===== src/rtl/bit_pop_pkg.sv =====
// Shared types and constants for the bit population generator and its LFSR.
package bit_pop_pkg;

   typedef enum logic [1:0] {
      IDLE = 2'd0,
      FILL = 2'd1,
      DONE = 2'd2
   } state_t;

   localparam int          LFSR_W        = 16;
   localparam logic [15:0] LFSR_TAPS     = 16'hB400;
   localparam logic [15:0] SEED_FALLBACK = 16'h0001;

   // Galois step for x^16+x^14+x^13+x^11, shifting toward bit 0.
   function automatic logic [LFSR_W-1:0] lfsr_next(input logic [LFSR_W-1:0] s);
      logic [LFSR_W-1:0] n;
      n = s >> 1;
      if (s[0]) begin
         n = n ^ LFSR_TAPS;
      end
      return n;
   endfunction

   // An all-zero seed would lock the LFSR, so it is swapped for a safe value.
   function automatic logic [LFSR_W-1:0] seed_fix(input logic [LFSR_W-1:0] s);
      return (s == '0) ? SEED_FALLBACK : s;
   endfunction

endpackage


===== src/rtl/bit_population_generator_lfsr16.sv =====
// 16-bit Galois LFSR used for random bit placement; present only when
// BIT_POP_GEN_RANDOM_EN is defined.
`ifdef BIT_POP_GEN_RANDOM_EN
module lfsr16
   import bit_pop_pkg::*;
(
   input  logic              clk_i,
   input  logic              srst_i,
   input  logic [LFSR_W-1:0] seed_i,
   output logic [LFSR_W-1:0] state_o
);

   logic [LFSR_W-1:0] state_q;
   logic [LFSR_W-1:0] state_d;

   always_comb begin
      state_d = lfsr_next(state_q);
   end

   always_ff @(posedge clk_i) begin
      if (srst_i) begin
         state_q <= seed_fix(seed_i);
      end else begin
         state_q <= state_d;
      end
   end

   assign state_o = state_q;

endmodule
`endif


===== src/rtl/bit_population_generator.sv =====
// Emits a WIDTH-bit word holding exactly min(cnt_i, WIDTH) ones, one bit per cycle.
// Define BIT_POP_GEN_RANDOM_EN for LFSR-driven placement; otherwise ones pack from the LSB.
module bit_population_generator
   import bit_pop_pkg::*;
#(
   parameter int          WIDTH = 8,
   parameter logic [15:0] SEED  = 16'hACE1
) (
   input  logic                     clk_i,
   input  logic                     srst_i,
   input  logic [$clog2(WIDTH):0]   cnt_i,
   input  logic                     cnt_val_i,
   output logic                     cnt_ready_o,
   output logic [WIDTH-1:0]         data_o,
   output logic                     data_val_o
);

   localparam int CW = $clog2(WIDTH) + 1;
   localparam int PW = $clog2(WIDTH);
   localparam logic [PW-1:0] POS_LAST = PW'(WIDTH - 1);

   state_t           state_q;
   logic             ready_q;
   logic [WIDTH-1:0] data_q;
   logic             data_val_q;
   logic [CW-1:0]    rem_q;
   logic [CW-1:0]    rem_d;
   logic [PW-1:0]    pos_q;
   logic [WIDTH-1:0] work_q;
   logic [WIDTH-1:0] work_d;

   logic             place_allow;
   logic             force_set;
   logic             set_bit;
   logic [CW-1:0]    slots_left;
   logic [CW-1:0]    cnt_clamped;

`ifdef BIT_POP_GEN_RANDOM_EN
   logic [LFSR_W-1:0] lfsr_state;
   logic              unused_lfsr_bits;

   lfsr16 u_lfsr (
      .clk_i   (clk_i),
      .srst_i  (srst_i),
      .seed_i  (SEED),
      .state_o (lfsr_state)
   );

   assign place_allow      = lfsr_state[0];
   assign unused_lfsr_bits = ^lfsr_state[LFSR_W-1:1];
`else
   localparam logic [15:0] UNUSED_SEED = SEED;
   assign place_allow = 1'b1;
`endif

   assign cnt_clamped = (int'(cnt_i) > WIDTH) ? CW'(WIDTH) : cnt_i;

   // A bit is forced when the ones still owed exactly fill the remaining slots.
   always_comb begin
      slots_left    = CW'(WIDTH) - CW'(pos_q);
      force_set     = (rem_q == slots_left);
      set_bit       = force_set || ((rem_q != '0) && place_allow);
      work_d        = work_q;
      work_d[pos_q] = set_bit;
      rem_d         = set_bit ? (rem_q - CW'(1)) : rem_q;
   end

   always_ff @(posedge clk_i) begin
      if (srst_i) begin
         state_q    <= IDLE;
         ready_q    <= 1'b1;
         data_q     <= '0;
         data_val_q <= 1'b0;
         rem_q      <= '0;
         pos_q      <= '0;
         work_q     <= '0;
      end else begin
         case (state_q)
            IDLE: begin
               if (cnt_val_i && ready_q) begin
                  rem_q   <= cnt_clamped;
                  pos_q   <= '0;
                  work_q  <= '0;
                  ready_q <= 1'b0;
                  state_q <= FILL;
               end
            end
            FILL: begin
               work_q <= work_d;
               rem_q  <= rem_d;
               pos_q  <= pos_q + PW'(1);
               // The finished word is registered on the way into DONE so the
               // pulse and the data appear together in that cycle.
               if (pos_q == POS_LAST) begin
                  data_q     <= work_d;
                  data_val_q <= 1'b1;
                  state_q    <= DONE;
               end
            end
            DONE: begin
               data_val_q <= 1'b0;
               ready_q    <= 1'b1;
               state_q    <= IDLE;
            end
            default: begin
               data_val_q <= 1'b0;
               ready_q    <= 1'b1;
               state_q    <= IDLE;
            end
         endcase
      end
   end

   assign cnt_ready_o = ready_q;
   assign data_o      = data_q;
   assign data_val_o  = data_val_q;

endmodule


===== config.mk =====
export PLATFORM = sky130hd
export DESIGN_NAME = bit_population_generator
export DESIGN_NICKNAME = d
export VERILOG_FILES = /design/src/rtl/bit_pop_pkg.sv /design/src/rtl/bit_population_generator_lfsr16.sv /design/src/rtl/bit_population_generator.sv
export SDC_FILE = /design/constraint.sdc
export NUM_CORES = 1
export LEC_CHECK = 0
export BUFFER_PORTS_ARGS = -buffer_cell sky130_fd_sc_hd__buf_2
export CORE_MARGIN = 1.5
export CORE_UTILIZATION = 60
export CTS_CLUSTER_SIZE = 30
export DETAILED_ROUTE_END_ITERATION = 7
export PLACE_DENSITY = 0.8
export SKIP_LAST_GASP = 1
export SLEW_MARGIN = 10
export SYNTH_ARGS = -nofsm -noshare
export SYNTH_HDL_FRONTEND = slang
export SYNTH_SLANG_ARGS = --single-unit

===== constraint.sdc =====
create_clock -name clk_i -period 2.9 [get_ports clk_i]
set_input_delay 0.58 -clock clk_i [delete_from_list [all_inputs] [get_ports clk_i]]
set_output_delay 0.58 -clock clk_i [all_outputs]
set_load 0.02 [all_outputs]

# Yosys cells after proc, flatten, opt, wreduce, memory -nomap -nowiden
# Cells that the tools add are included.
[totals] ff_bits=27 output_inout_bits=10 wordCells=51
[op_classes] n_addsub=3 order_cmp=3 eq_ne=6 muxes=18 bitwise=2 reduce_logical=12
[op_table] op="$pmux W8 S2" n=1
[op_table] op="$mux W4" n=3
[op_table] op="$reduce_and A2 Y1" n=5
[op_table] op="$bwmux W8" n=1
[op_table] op="$mux W8" n=1
[op_table] op="$pmux W4 S2" n=1
[op_table] op="$ne A2 B2 Y1 const B" n=3
[op_table] op="$pmux W3 S2" n=1
[op_table] op="$eq A4 B4 Y1" n=1
[op_table] op="$gt A4 B4 Y1 const B" n=1
[op_table] op="$lt A3 B4 Y1 const B" n=1
[op_table] op="$mux W2" n=2
[op_table] op="$pmux W1 S2" n=2
[op_table] op="$pmux W2 S2" n=1
[op_table] op="$reduce_bool A4 Y1" n=1
[op_table] op="$sub A4 B1 Y4 const B" n=1
[op_table] op="$sub A4 B3 Y4 const A" n=1
[op_table] op="$add A3 B1 Y3 const B" n=1
[op_table] op="$demux W1 S3" n=1
[op_table] op="$eq A3 B3 Y1 const B" n=1
[op_table] op="$ge A3 B1 Y1 const B" n=1
[op_table] op="$mux W1" n=3
[op_table] op="$mux W3" n=1
[op_table] op="$reduce_and A3 Y1" n=1
[op_table] op="other kinds (6)" n=8

# Longest topological paths before layout
# Gate-level depths: netlist of run 1.
[depth] word_depth=6 depth_mapped=7

# Worst setup path after synthesis of run 1
# No wires, ideal clock.
[synth_path] path_type="reg-to-reg" startpoint="register pos_q[1]" endpoint="register data_q[3] (netlist: data_o[3])" setup_time_ps=71 arrival_ps=1773 required_ps=2829 slack_ps=1057 path_stages_with_launch=8 path_buffers=1 path_cell_list="dfxtp_1 inv_1 ha_1 xor2_1 o31ai_4 buf_6 nand3_1 a21oi_1"
[synth_via] elab_chain_len=5 word_cells_on_any_way=11 classes_between="add/sub (1); order compare (2); eq/ne (2); mux (3); reduce/logical (3)"
[synth_lines] element="start: declaration" line="bit_population_generator.sv:28" rtl="logic [PW-1:0] pos_q;"
[synth_lines] element="start signal: assignment" line="bit_population_generator.sv:91" rtl="pos_q <= pos_q + PW'(1);"
[synth_lines] element="$lt A3 B4 Y1 (not written as such) or $ge A3 B1 Y1 (tied branches)" line="bit_population_generator.sv:64" rtl="work_d[pos_q] = set_bit;"
[synth_lines] element="$logic_and A1 B1 Y1 (not written as such)" line="bit_population_generator.sv:64"
[synth_lines] element="$mux W1 (not written as such)" line="bit_population_generator.sv:64"
[synth_lines] element="$demux W1 S3" line="bit_population_generator.sv:64"
[synth_lines] element="$bwmux W8" line="bit_population_generator.sv:64"
[synth_lines] element="end signal: assignment" line="bit_population_generator.sv:95" rtl="data_q <= work_d;"
[synth_lines] element="end: declaration" line="bit_population_generator.sv:24" rtl="logic [WIDTH-1:0] data_q;"
# Several ways; a longest one is shown, not always the timed one.
# A chain may end at the register's enable or synchronous reset.

# Final worst setup path of run 1
[layout_path] startpoint="register pos_q[0]" endpoint="register rem_q[2]"
[layout_via] elab_chain_len=5
[layout_lines] element="$sub A4 B3 Y4" line="bit_population_generator.sv:60" rtl="slots_left = CW'(WIDTH) - CW'(pos_q);"
[layout_lines] element="$eq A4 B4 Y1" line="bit_population_generator.sv:61" rtl="force_set = (rem_q == slots_left);"
[layout_lines] element="$logic_or A1 B1 Y1" line="bit_population_generator.sv:62" rtl="set_bit = force_set || ((rem_q != '0) && place_allow);"
[layout_lines] element="$ne A2 B2 Y1 (no line)"
[layout_lines] element="$reduce_and A3 Y1 (no line)"
[layout_lines] element="end signal: assignment" line="bit_population_generator.sv:81" rtl="rem_q <= cnt_clamped;"
[layout_lines] element="end signal: assignment" line="bit_population_generator.sv:90" rtl="rem_q <= rem_d;"
[layout_lines] element="end: declaration" line="bit_population_generator.sv:26" rtl="logic [CW-1:0] rem_q;"
# No other way between the ends.

==> results of run 1 <==
cell type report:
type | instances | share of cell area [%]
Clock buffer | 3 | 1.49
Clock inverter | 1 | 0.498
Inverter | 4 | 0.995
Multi-Input combinational cell | 136 | 52.6
Sequential cell | 27 | 35.8
Tap cell | 28 | 2.32
Timing Repair Buffer | 18 | 6.30
placed cells by master, fill, tap and decap left out, types with 2 or more instances in the layout:
cell and count:
sky130_fd_sc_hd__a21o_1 3, sky130_fd_sc_hd__xor2_1 2, sky130_fd_sc_hd__a22oi_1 7, sky130_fd_sc_hd__nand4_1 2, sky130_fd_sc_hd__nand3_1 17, sky130_fd_sc_hd__clkbuf_4 3
sky130_fd_sc_hd__a31oi_1 6, sky130_fd_sc_hd__buf_2 16, sky130_fd_sc_hd__nor2_1 26, sky130_fd_sc_hd__inv_1 4, sky130_fd_sc_hd__nor3_1 3, sky130_fd_sc_hd__dfxtp_1 27
sky130_fd_sc_hd__buf_4 2, sky130_fd_sc_hd__nand4b_1 2, sky130_fd_sc_hd__nand2b_1 3, sky130_fd_sc_hd__ha_1 5, sky130_fd_sc_hd__a21oi_1 19, sky130_fd_sc_hd__o21ai_0 7
sky130_fd_sc_hd__nand2_1 15
kinds of logic (layout without fill, tap and decap cells):
logic type	after synthesis	after routing
AOI/OAI and AO/OA	48	48
adders and majority gates	5	5
buffers and inverters	17	26
xor gates and xnor gates	3	3
DFF	27	27
and+or+nand+nor	80	80
worst min-delay path by stage:
stage	start	endpoint	slack, ns	depth (start not counted)
after floorplan	work_q[2]	work_q[2]	0.45	2
after global placement	data_o[0]	data_o[0]	0.44	2
after detailed placement	data_o[0]	data_o[0]	0.46	2
after CTS	data_o[0]	data_o[0]	0.48	2
after global routing	data_o[0]	data_o[0]	0.51	2
final	data_o[7]	data_o[7]	0.48	2
flip-flops by register name, summed over array words and instances, names as in the netlist:
register	cells
data_o	8
pos_q	3
work_q	8
data_val_o	1
cnt_ready_o	1
rem_q	4
state_q	2
metal layers:
layer | up-vias | wire [um] | track usage, % | part of all wire (%)
li1 | 661 | - | - | -
met1 | 611 | 1310 | 28.9 | 44
met2 | 42 | 1470 | 46.4 | 50
met3 | 4 | 142 | 2.87 | 4.8
met4 | 0 | 34 | 9.21 | 1.2
met5 | - | 0 | 0 | 0
critical path: cells and delay by family (launching register included):
| kind | cells | cell delay [ns] |
|---|---|---|
| xor+xnor | 1 | 0.19 |
| compound gates | 2 | 0.85 |
| flops | 1 | 0.60 |
| simple gates | 1 | 0.17 |
| fa+ha+maj | 1 | 0.36 |
| buf+inv | 1 | 0.16 |
synth_stat cells, drive strengths merged:
library cell  number  area, um^2
inv                4        15.0
nor4               1        6.26
clkbuf             7        26.3
and3               1        6.26
nand3b             1        7.51
nand3             17        85.1
xnor2              1        8.76
a21o               3        22.5
a22oi              7        52.6
a31oi              6        37.5
ha                 5        62.6
nand4bb            1        11.3
nand2             15        56.3
nor3b              1        12.5
nor4bb             1        10.0
o311a              1        10.0
dfxtp             27         541
nor2b              1        6.26
nor2              27         109
xor2               2        17.5
buf                6        37.5
nor3               3        15.0
o21a               1        7.51
or3                1        6.26
o31ai              1        21.3
nand2b             3        18.8
a211oi             1        7.51
or4                1        7.51
o211ai             1        7.51
nand4              2        12.5
o21bai             1        7.51
or2                1        6.26
o21ai              7        35.0
and2               1        6.26
nand4b             2        17.5
a21oi             19        95.1
power by group through the flow:
stage	logic, W	registers (W)	clock network, W
final	0.000176	0.000402	0.000170
after global routing	0.000196	0.000405	0.000183
after CTS	0.000175	0.000402	0.000173
after detailed placement	0.000175	0.000409	0
after global placement	0.000169	0.000409	0
after floorplan	0.000148	0.000405	0
through the flow:
stage               hold WS, ns  setup WS [ns]  instance area [um^2]  utilization, %
floorplan                 0.449           1.06                  1410               -
global placement          0.439          0.653                  1480            66.9
detailed placement        0.461          0.546                  1480            66.9
CTS                       0.481          0.520                  1510            68.2
global route              0.507          0.242                  1510            68.2
finish                    0.478          0.508                  1510            68.2
==> PnR_summary.wiki, run 1 <==
{| class="wikitable"
! Metric !! Value
|-
| NumNets Final || between 200 and 250
|-
| Remaining number of nets flagged by the antenna check after routing || 0
|-
| Mean post-synth cell area || 7.85 um^2
|-
| Max-cap check violation count || 0
|-
| Relative slew slack || between 40% and 50%
|-
| Reg-to-Reg Start || pos_q[0]
|-
| Cell at the root of the clock tree || sky130_fd_sc_hd__clkbuf_4
|-
| Worst reg2reg path depth || 6
|-
| Cts bufs inserted || 3
|-
| Syn nets || 192
|-
| Number of design rule violations left after detail routing || 0
|-
| Clock tree from TritonCTS || done
|-
| Arrival time worst endpoint || 2.66 ns
|-
| Count of routing violations after the opening detailed-route iteration || 23
|-
| Number of port buffers || 16
|-
| Vias in the first global route || about 1.2k
|-
| Cell chain of the critical path || inv_1 > ha_1 > xor2_1 > o31ai_4 > nand4b_1 > a31oi_1
|-
| Non-filler cells in the finished layout || between 200 and 250
|-
| Kind of critical path || flip-flop to flip-flop
|-
| Simple-gate area share of the yosys netlist || between 20 and 30%
|-
| Total of hold buffers inserted after clock tree synthesis || 0
|-
| Worst Max-Slew Pin Slew || 0.761 ns
|-
| Max FO, Critical Path || 19
|-
| Height of the chip || 51.5 um
|-
| Critical path destination || rem_q[2]
|-
| Combinational family with the most area after synthesis || simple AND/OR/NAND/NOR gates
|-
| Drt total wl || a little under 3000 um
|-
| Initial core utilization || 63.9%
|-
| Adder-cell share of the synthesized area || 4.43%
|-
| ANT cells || 0
|-
| Synth warnings || 0
|-
| Register-to-register path setup slack || 0.51 ns
|-
| Post-synthesis compound-gate area fraction || between 20% and 30%
|-
| Largest voltage drop on the vdd net || 0.390 mV
|-
| Clock latency of the later-clocked register in the worst-skew pair || 0.33 ns
|-
| Area growth from synthesis to final layout || 6.82%
|-
| Die extent in x || 51.5 um
|-
| Remaining global-route overflow || 0
|-
| Total power || 0.000748 W
|-
| Sequential power share || 53.8%
|-
| Gate count of the mapped netlist || 180
|-
| Proportion of synthesized area in mux cells || 0%
|-
| Total of endpoints with negative setup slack in the final report || 0
|-
| Die area || 0.00265 mm^2
|-
| Cell type of the slowest stage on the worst timing path || sky130_fd_sc_hd__o31ai_4
|-
| Largest net degree at the start of global routing || 28
|-
| Cell internal power dissipation || ~0.0005 W
|-
| Total of flip-flops plus latches after synthesis || 27
|-
| Fill cell instance count of the final layout || slightly below 200
|-
| Xor and xnor fraction of the mapped netlist area || 1.86%
|-
| Number of detailed-route iterations in the first pass || 5
|-
| Switching part of the total power || 33.5%
|-
| H-tree levels || 1
|-
| Clock transition time at the flip-flop clock pins of the worst setup and hold paths || 0.15 ns
|-
| Vias after detailed routing || 1318
|-
| Skew final || 0.00536 ns
|-
| Antenna violations before repair || 0
|-
| Postcts setup bufs || 0
|-
| Sequential cell area || ~540 um^2
|-
| CTS sink count || 27
|-
| Final RePlAce weighted congestion || ~0.82
|-
| Highest cell delay on the worst timing path || 0.64 ns
|-
| Post-synthesis sequential area ratio || 38.3%
|-
| Maximum buffer depth of the clock tree || 2
|-
| Critical path endpoint category || flip-flop
|-
| Critical Path Source || pos_q[0]
|-
| Period utilization || ~82%
|-
| Final number of hold-violating endpoints || 0
|-
| Placeable Area || 0.00221 mm^2
|-
| Gate power share || 23.5%
|-
| Slew Viols, Final || 0
|-
| Final setup TNS || 0 ns
|-
| RSZ-0062 raised after global routing || false
|-
| Total track usage || 24.9%
|-
| Io pins || 17
|-
| Site row count || 17
|-
| Required time at the worst-slack endpoint || 3.17 ns
|-
| Clock network power share || 22.8%
|-
| Endpoint of the most critical register-to-register path || rem_q[2]
|-
| Post-synthesis instance area || 0.00141 mm^2
|-
| Average wire length per cell after detail routing || around 14 um
|-
| DPL Wire Length || 2080 um
|-
| Leakage || 0.574 nW
|-
| Wire length of the first global-routing pass || 5040 um
|-
| Shortest clock period the worst path allows after layout || 2.39 ns
|-
| Max Clock Freq || 418 MHz
|-
| Unique cell type count in the Yosys netlist || 40
|-
| Footprint of the multi-input gates || 793 um^2
|-
| P per Cell Area || between 400 and 500 mW/mm^2
|-
| Status || finished clean
|-
| Ratio of routed vias to standard cells || 6.07
|-
| Kind of launch point of the worst setup path || flip-flop
|-
| Total net switching power || 0.000250 W
|-
| Number of placed instances with taps included || about 210
|-
| Post-CTS Resized || 0
|-
| Worst min-delay path category || flip-flop to flip-flop
|-
| Proportion of layout cells with a drive suffix above 1 || 13.2%
|}
No activity file was read; power rests on OpenSTA's default activity.
==> run 2, diff against run 1 <==
--- a/config.mk
+++ b/config.mk
@@ -7,10 +7,10 @@
 export LEC_CHECK = 0
 export BUFFER_PORTS_ARGS = -buffer_cell sky130_fd_sc_hd__buf_2
 export CORE_MARGIN = 1.5
-export CORE_UTILIZATION = 60
+export CORE_UTILIZATION = 51
 export CTS_CLUSTER_SIZE = 30
 export DETAILED_ROUTE_END_ITERATION = 7
-export PLACE_DENSITY = 0.8
+export PLACE_DENSITY = 0.72
 export SKIP_LAST_GASP = 1
 export SLEW_MARGIN = 10
 export SYNTH_ARGS = -nofsm -noshare
==> constraint.sdc (replaced) <==
create_clock -name clk_i -period 1.95 [get_ports clk_i]
set_input_delay 0.39 -clock clk_i [delete_from_list [all_inputs] [get_ports clk_i]]
set_output_delay 0.39 -clock clk_i [all_outputs]
set_load 0.02 [all_outputs]
==> PnR_summary.wiki, run 2 (synthesized netlist as in run 1, its figures left out) <==
{| class="wikitable"
! Metric !! Value
|-
| Worst min-delay path category || primary input to flip-flop
|-
| Clock tree from TritonCTS || done
|-
| Commonest cells after routing, fill and taps aside || sky130_fd_sc_hd__nor2_1, sky130_fd_sc_hd__dfxtp_1, sky130_fd_sc_hd__a21oi_1
|-
| Fill cell instance count of the final layout || 238
|-
| NumNets Final || 207
|-
| Highest cell delay on the worst timing path || 0.39 ns
|-
| CTS sink count || 27
|-
| Cell depth of the worst hold path || 3
|-
| Worst Max-Slew Pin Slew || around 0.68 ns
|-
| Total of endpoints with negative setup slack in the final report || 0
|-
| Ratio of routed vias to standard cells || around 6.0
|-
| Largest delay contributor family on the critical path || simple AND/OR/NAND/NOR gates
|-
| Max Clock Freq || approximately 540 MHz
|-
| Placeable Area || 0.00254 mm^2
|-
| Die area || around 0.0031 mm^2
|-
| Max FO, Critical Path || 6
|-
| Count of buffering cells on the critical path with inverters included || 1
|-
| H-tree levels || 1
|-
| Number of port buffers || 16
|-
| Required time at the worst-slack endpoint || 2.22 ns
|-
| Number of gates on the worst path with buffers counted || 6
|-
| Cell type of the slowest stage on the worst timing path || sky130_fd_sc_hd__dfxtp_1
|-
| Largest voltage drop on the vdd net || 0.483 mV
|-
| Shortest clock period the worst path allows after layout || between 1.5 and 2 ns
|-
| Relative slew slack || 54.2%
|-
| Max-cap check violation count || 0
|-
| Height of the chip || 55.6 um
|-
| Remaining number of nets flagged by the antenna check after routing || 0
|-
| Vias in the first global route || 1270
|-
| Clock latency of the later-clocked register in the worst-skew pair || roughly 0.33 ns
|-
| Proportion of layout cells with a drive suffix above 1 || 16.0%
|-
| RSZ-0062 raised after global routing || false
|-
| Total of hold buffers inserted after clock tree synthesis || 0
|-
| Io pins || 17
|-
| Period utilization || 95.0%
|-
| Leakage || 0.599 nW
|-
| P per Cell Area || between 700 and 800 mW/mm^2
|-
| Initial core utilization || 55.5%
|-
| Antenna violations before repair || 0
|-
| Cell at the root of the clock tree || sky130_fd_sc_hd__clkbuf_4
|-
| Arrival time worst endpoint || 2.12 ns
|-
| Final RePlAce weighted congestion || 0.857
|-
| Area growth from synthesis to final layout || 10.0%
|-
| DPL Wire Length || between 2000 and 2500 um
|-
| Site row count || 18
|-
| Die extent in x || 55.6 um
|-
| Average wire length per cell after detail routing || 13.9 um
|-
| Number of design rule violations left after detail routing || 0
|-
| Number of detailed-route iterations in the first pass || 4
|-
| ANT cells || 0
|-
| Wire length of the first global-routing pass || 5480 um
|-
| Cell chain of the critical path || inv_1 > ha_1 > nor3b_2 > o31ai_4 > or3_1 > a31oi_1
|-
| Worst reg2reg path depth || 6
|-
| Cts bufs inserted || 3
|-
| Remaining global-route overflow || 0
|-
| Slew Viols, Final || 0
|-
| Clock transition time at the flip-flop clock pins of the worst setup and hold paths || 0.16 ns
|-
| Critical path endpoint category || flip-flop
|-
| Drt total wl || 3100 um
|-
| Skew final || 0.00187 ns
|-
| Maximum buffer depth of the clock tree || 2
|-
| Final number of hold-violating endpoints || 0
|-
| Status || finished clean
|-
| Largest net degree at the start of global routing || 28
|-
| Kind of critical path || flip-flop to flip-flop
|-
| Final setup TNS || 0 ns
|-
| Total power || 0.00115 W
|-
| Kind of launch point of the worst setup path || flip-flop
|-
| Vias after detailed routing || 1338
|-
| Count of routing violations after the opening detailed-route iteration || 45
|-
| Total track usage || 21.7%
|}
run 2: cell types whose count changed in the layout (fill, tap and decap cells not counted):
| cell | before | now |
|---|---|---|
| sky130_fd_sc_hd__dfxtp_1 | 27 | 26 |
| sky130_fd_sc_hd__buf_6 | 0 | 1 |
| sky130_fd_sc_hd__buf_4 | 2 | 6 |
| sky130_fd_sc_hd__dfxtp_2 | 0 | 1 |
run 2: path summary, 6_finish.rpt:
check / start / endpoint / slack (ns)
hold reg to reg: data_o[0] / data_o[0] / 0.46
setup reg to reg: rem_q[0] / rem_q[0] / 0.1
setup / recovery: rem_q[0] / rem_q[0] / 0.1
hold / removal: cnt_i[2] / rem_q[2] / 0.33
run 2: metrics by stage:
step | utilization (%) | setup WS [ns] | hold slack, ns | area [um^2] | cells
after floorplan | - | 0.107 | 0.449 | 1410 | 180
after global placement | 59.7 | 0.202 | 0.441 | 1520 | 220
after CTS | 60.9 | 0.0952 | 0.324 | 1550 | 224
final | 61.1 | 0.0973 | 0.330 | 1550 | 224
after global routing | 61.1 | 0.0110 | 0.320 | 1550 | 224
after detailed placement | 59.7 | 0.132 | 0.441 | 1520 | 220
run 2: cell type report:
cell class,instances,area (um^2),area share (%)
Clock inverter,1,7.51,0.483
Timing Repair Buffer,23,136,8.78
Inverter,4,15.0,0.966
Sequential cell,27,542,34.9
Tap cell,30,37.5,2.42
Multi-Input combinational cell,136,793,51.0
Clock buffer,3,22.5,1.45
run 2: repair_timing:
| item | CTS | global route |
|---|---|---|
| resized for setup | 0 | 2 |
| setup buffers | 0 | 0 |
| endpoints found under the setup margin | 0 | 11 |
| endpoints found under the hold margin | 0 | 0 |
run 2: where the power goes:
part	total, W	internal [W]	leakage, nW	switching (W)
sequential	0.000592	0.000572	0.219	0.0000196
combinational	0.000296	0.000110	0.366	0.000186
clock	0.000258	0.0000785	0.0139	0.000180
total	0.00115	0.000760	0.599	0.000386
run 2: tightest hold or removal path, cell delays in order:
cell and delay [ns]:
sky130_fd_sc_hd__buf_2 0.10, sky130_fd_sc_hd__nand4b_1 0.08, sky130_fd_sc_hd__a31oi_1 0.06
run 2: per-layer routing:
layer / share of wire [%] / wire, um / vias up / global-route usage, %
met5: 0 / 0 / - / 0
met4: 0.68 / 21 / 0 / 6.62
met3: 4.4 / 136 / 2 / 3.26
met2: 48 / 1480 / 39 / 37.2
met1: 47 / 1470 / 634 / 28.0
li1: - / - / 663 / -
==> run 3, diff against run 2 <==
--- a/config.mk
+++ b/config.mk
@@ -6,7 +6,6 @@
 export NUM_CORES = 1
 export LEC_CHECK = 0
 export BUFFER_PORTS_ARGS = -buffer_cell sky130_fd_sc_hd__buf_2
-export CORE_MARGIN = 1.5
 export CORE_UTILIZATION = 51
 export CTS_CLUSTER_SIZE = 30
 export DETAILED_ROUTE_END_ITERATION = 7
==> PnR_summary.wiki, run 3 (synthesized netlist as in run 1, its figures left out) <==
{| class="wikitable"
! Metric !! Value
|-
| Status || finished clean
|-
| Arrival time worst endpoint || 2.14 ns
|-
| Cell type of the slowest stage on the worst timing path || sky130_fd_sc_hd__dfxtp_1
|-
| Final setup TNS || 0 ns
|-
| Share of the core filled with cells || 61.0%
|-
| Largest voltage drop on the vdd net || 0.426 mV
|-
| Number of port buffers || 16
|-
| Antenna violations before repair || 0
|-
| Cell internal power dissipation || 0.000760 W
|-
| Final number of hold-violating endpoints || 0
|-
| Period utilization || 95.3%
|-
| Leakage || 0.599 nW
|-
| Site row count || 18
|-
| Total of endpoints with negative setup slack in the final report || 0
|-
| Required time at the worst-slack endpoint || ~2.2 ns
|-
| Most frequent standard cell in the layout excluding fill and tap cells || sky130_fd_sc_hd__dfxtp_1
|-
| Io pins || 17
|-
| Commonest cells after routing, fill and taps aside || sky130_fd_sc_hd__dfxtp_1, sky130_fd_sc_hd__nor2_1, sky130_fd_sc_hd__a21oi_1
|-
| Placeable Area || 0.00254 mm^2
|-
| Skew final || a little under 0.01 ns
|-
| Number of detailed-route iterations in the first pass || 4
|-
| Initial core utilization || 55.5%
|-
| Largest delay contributor family on the critical path || compound AO/OA/AOI/OAI gates
|-
| Largest net degree at the start of global routing || 28
|-
| P per Cell Area || 740 mW/mm^2
|-
| Worst Max-Slew Pin Slew || ~0.79 ns
|-
| Total net switching power || ~0.00039 W
|-
| Die extent in x || roughly 55 um
|-
| Total track usage || 23.6%
|-
| H-tree levels || 1
|-
| Cell chain of the critical path || inv_1 > ha_1 > xor2_1 > o31ai_4 > buf_6 > nand4_1 > a21oi_1
|-
| Height of the chip || 54.6 um
|-
| Wire length of the first global-routing pass || slightly above 5000 um
|-
| Max Clock Freq || around 540 MHz
|-
| ANT cells || 0
|-
| Relative slew slack || 47.2%
|-
| Slew Viols, Final || 0
|-
| Final RePlAce weighted congestion || roughly 0.85
|-
| Switching part of the total power || approximately a third
|-
| NumNets Final || 207
|-
| Vias after detailed routing || 1301
|-
| Clock tree from TritonCTS || done
|-
| Remaining number of nets flagged by the antenna check after routing || 0
|-
| Max-cap check violation count || 0
|-
| Clock latency of the later-clocked register in the worst-skew pair || 0.34 ns
|-
| Area growth from synthesis to final layout || 9.92%
|-
| CTS sink count || 27
|-
| Drt total wl || 3120 um
|-
| Gate power share || 25.6%
|-
| Number of design rule violations left after detail routing || 0
|-
| Worst min-delay path category || primary input to flip-flop
|-
| Die area || just under 0.003 mm^2
|-
| Highest cell delay on the worst timing path || 0.37 ns
|-
| Critical path endpoint category || flip-flop
|-
| DPL Wire Length || around 2100 um
|-
| Maximum buffer depth of the clock tree || 2
|-
| Kind of critical path || flip-flop to flip-flop
|-
| Total of hold buffers inserted after clock tree synthesis || 0
|-
| Fill cell instance count of the final layout || 232
|-
| Max FO, Critical Path || 14
|-
| Ratio of routed vias to standard cells || 5.81
|-
| Cts bufs inserted || 3
|-
| Remaining global-route overflow || 0
|-
| Count of buffering cells on the critical path with inverters included || 2
|-
| Cell at the root of the clock tree || sky130_fd_sc_hd__clkbuf_4
|-
| Count of routing violations after the opening detailed-route iteration || 50
|-
| Average wire length per cell after detail routing || around 14 um
|-
| Clock transition time at the flip-flop clock pins of the worst setup and hold paths || around 0.16 ns
|-
| Clock network power share || 22.9%
|-
| Vias in the first global route || 1124
|-
| Proportion of layout cells with a drive suffix above 1 || 15.5%
|-
| Shortest clock period the worst path allows after layout || 1.86 ns
|-
| Kind of launch point of the worst setup path || flip-flop
|-
| Sequential power share || 51.5%
|}
-- run 3: cell types whose count changed in the layout (fill, tap and decap cells not counted) --
cell,delta
sky130_fd_sc_hd__dfxtp_1,+1
sky130_fd_sc_hd__dfxtp_2,-1
-- run 3: worst paths after layout --
kind         slack, ns       from         to  cells past startpoint
max reg2reg       0.09   pos_q[0]  work_q[1]                      7
min               0.33   cnt_i[2]   rem_q[2]                      3
min reg2reg       0.46  data_o[0]  data_o[0]                      2
max               0.09   pos_q[0]  work_q[1]                      7
-- run 3: what timing repair did --
item,CTS,global route
resized for setup,0,1
endpoints found under the setup margin,0,9
setup buffers,0,0
-- run 3: cell type report --
class / count / area, um^2 / share of cell area, %
Sequential cell: 27 / 541 / 34.8
Clock buffer: 3 / 22.5 / 1.45
Clock inverter: 1 / 7.51 / 0.483
Timing Repair Buffer: 23 / 136 / 8.78
Inverter: 4 / 15.0 / 0.967
Tap cell: 30 / 37.5 / 2.42
Multi-Input combinational cell: 136 / 793 / 51.1
-- run 3: worst register-to-register path, cell delays in order, from the launching register on --
cell                      delay (ns)
sky130_fd_sc_hd__dfxtp_1        0.37
sky130_fd_sc_hd__inv_1          0.07
sky130_fd_sc_hd__ha_1           0.33
sky130_fd_sc_hd__xor2_1         0.19
sky130_fd_sc_hd__o31ai_4        0.37
sky130_fd_sc_hd__buf_6          0.21
sky130_fd_sc_hd__nand4_1        0.11
sky130_fd_sc_hd__a21oi_1        0.14
-- run 3: power by group through the flow --
stage	sequential [W]	clock (W)	combinational, W
final	0.000592	0.000263	0.000294
after global routing	0.000596	0.000281	0.000329
after CTS	0.000592	0.000265	0.000285
after detailed placement	0.000604	0	0.000285
after global placement	0.000602	0	0.000278
after floorplan	0.000603	0	0.000220
-- run 3: layer usage --
metal,GRT usage (%),vias to the layer above,part of all wire (%)
met5,0,-,0
met4,7.26,0,0.87
met3,3.33,3,3.5
met2,39.2,29,49
met1,31.3,606,47
li1,-,663,-
-- run 3: stage by stage --
| stage | setup WS, ns | hold slack [ns] | power, W | instance area [um^2] | cells |
|---|---|---|---|---|---|
| 3_5_place_dp | 0.104 | 0.441 | 0.000888 | 1520 | 220 |
| 5_1_grt | -0.00640 | 0.335 | 0.00121 | 1550 | 224 |
| 4_1_cts | 0.0649 | 0.325 | 0.00114 | 1550 | 224 |
| 3_3_place_gp | 0.194 | 0.441 | 0.000880 | 1520 | 220 |
| 6_report | 0.0908 | 0.325 | 0.00115 | 1550 | 224 |
| 2_1_floorplan | 0.107 | 0.449 | 0.000823 | 1410 | 180 |
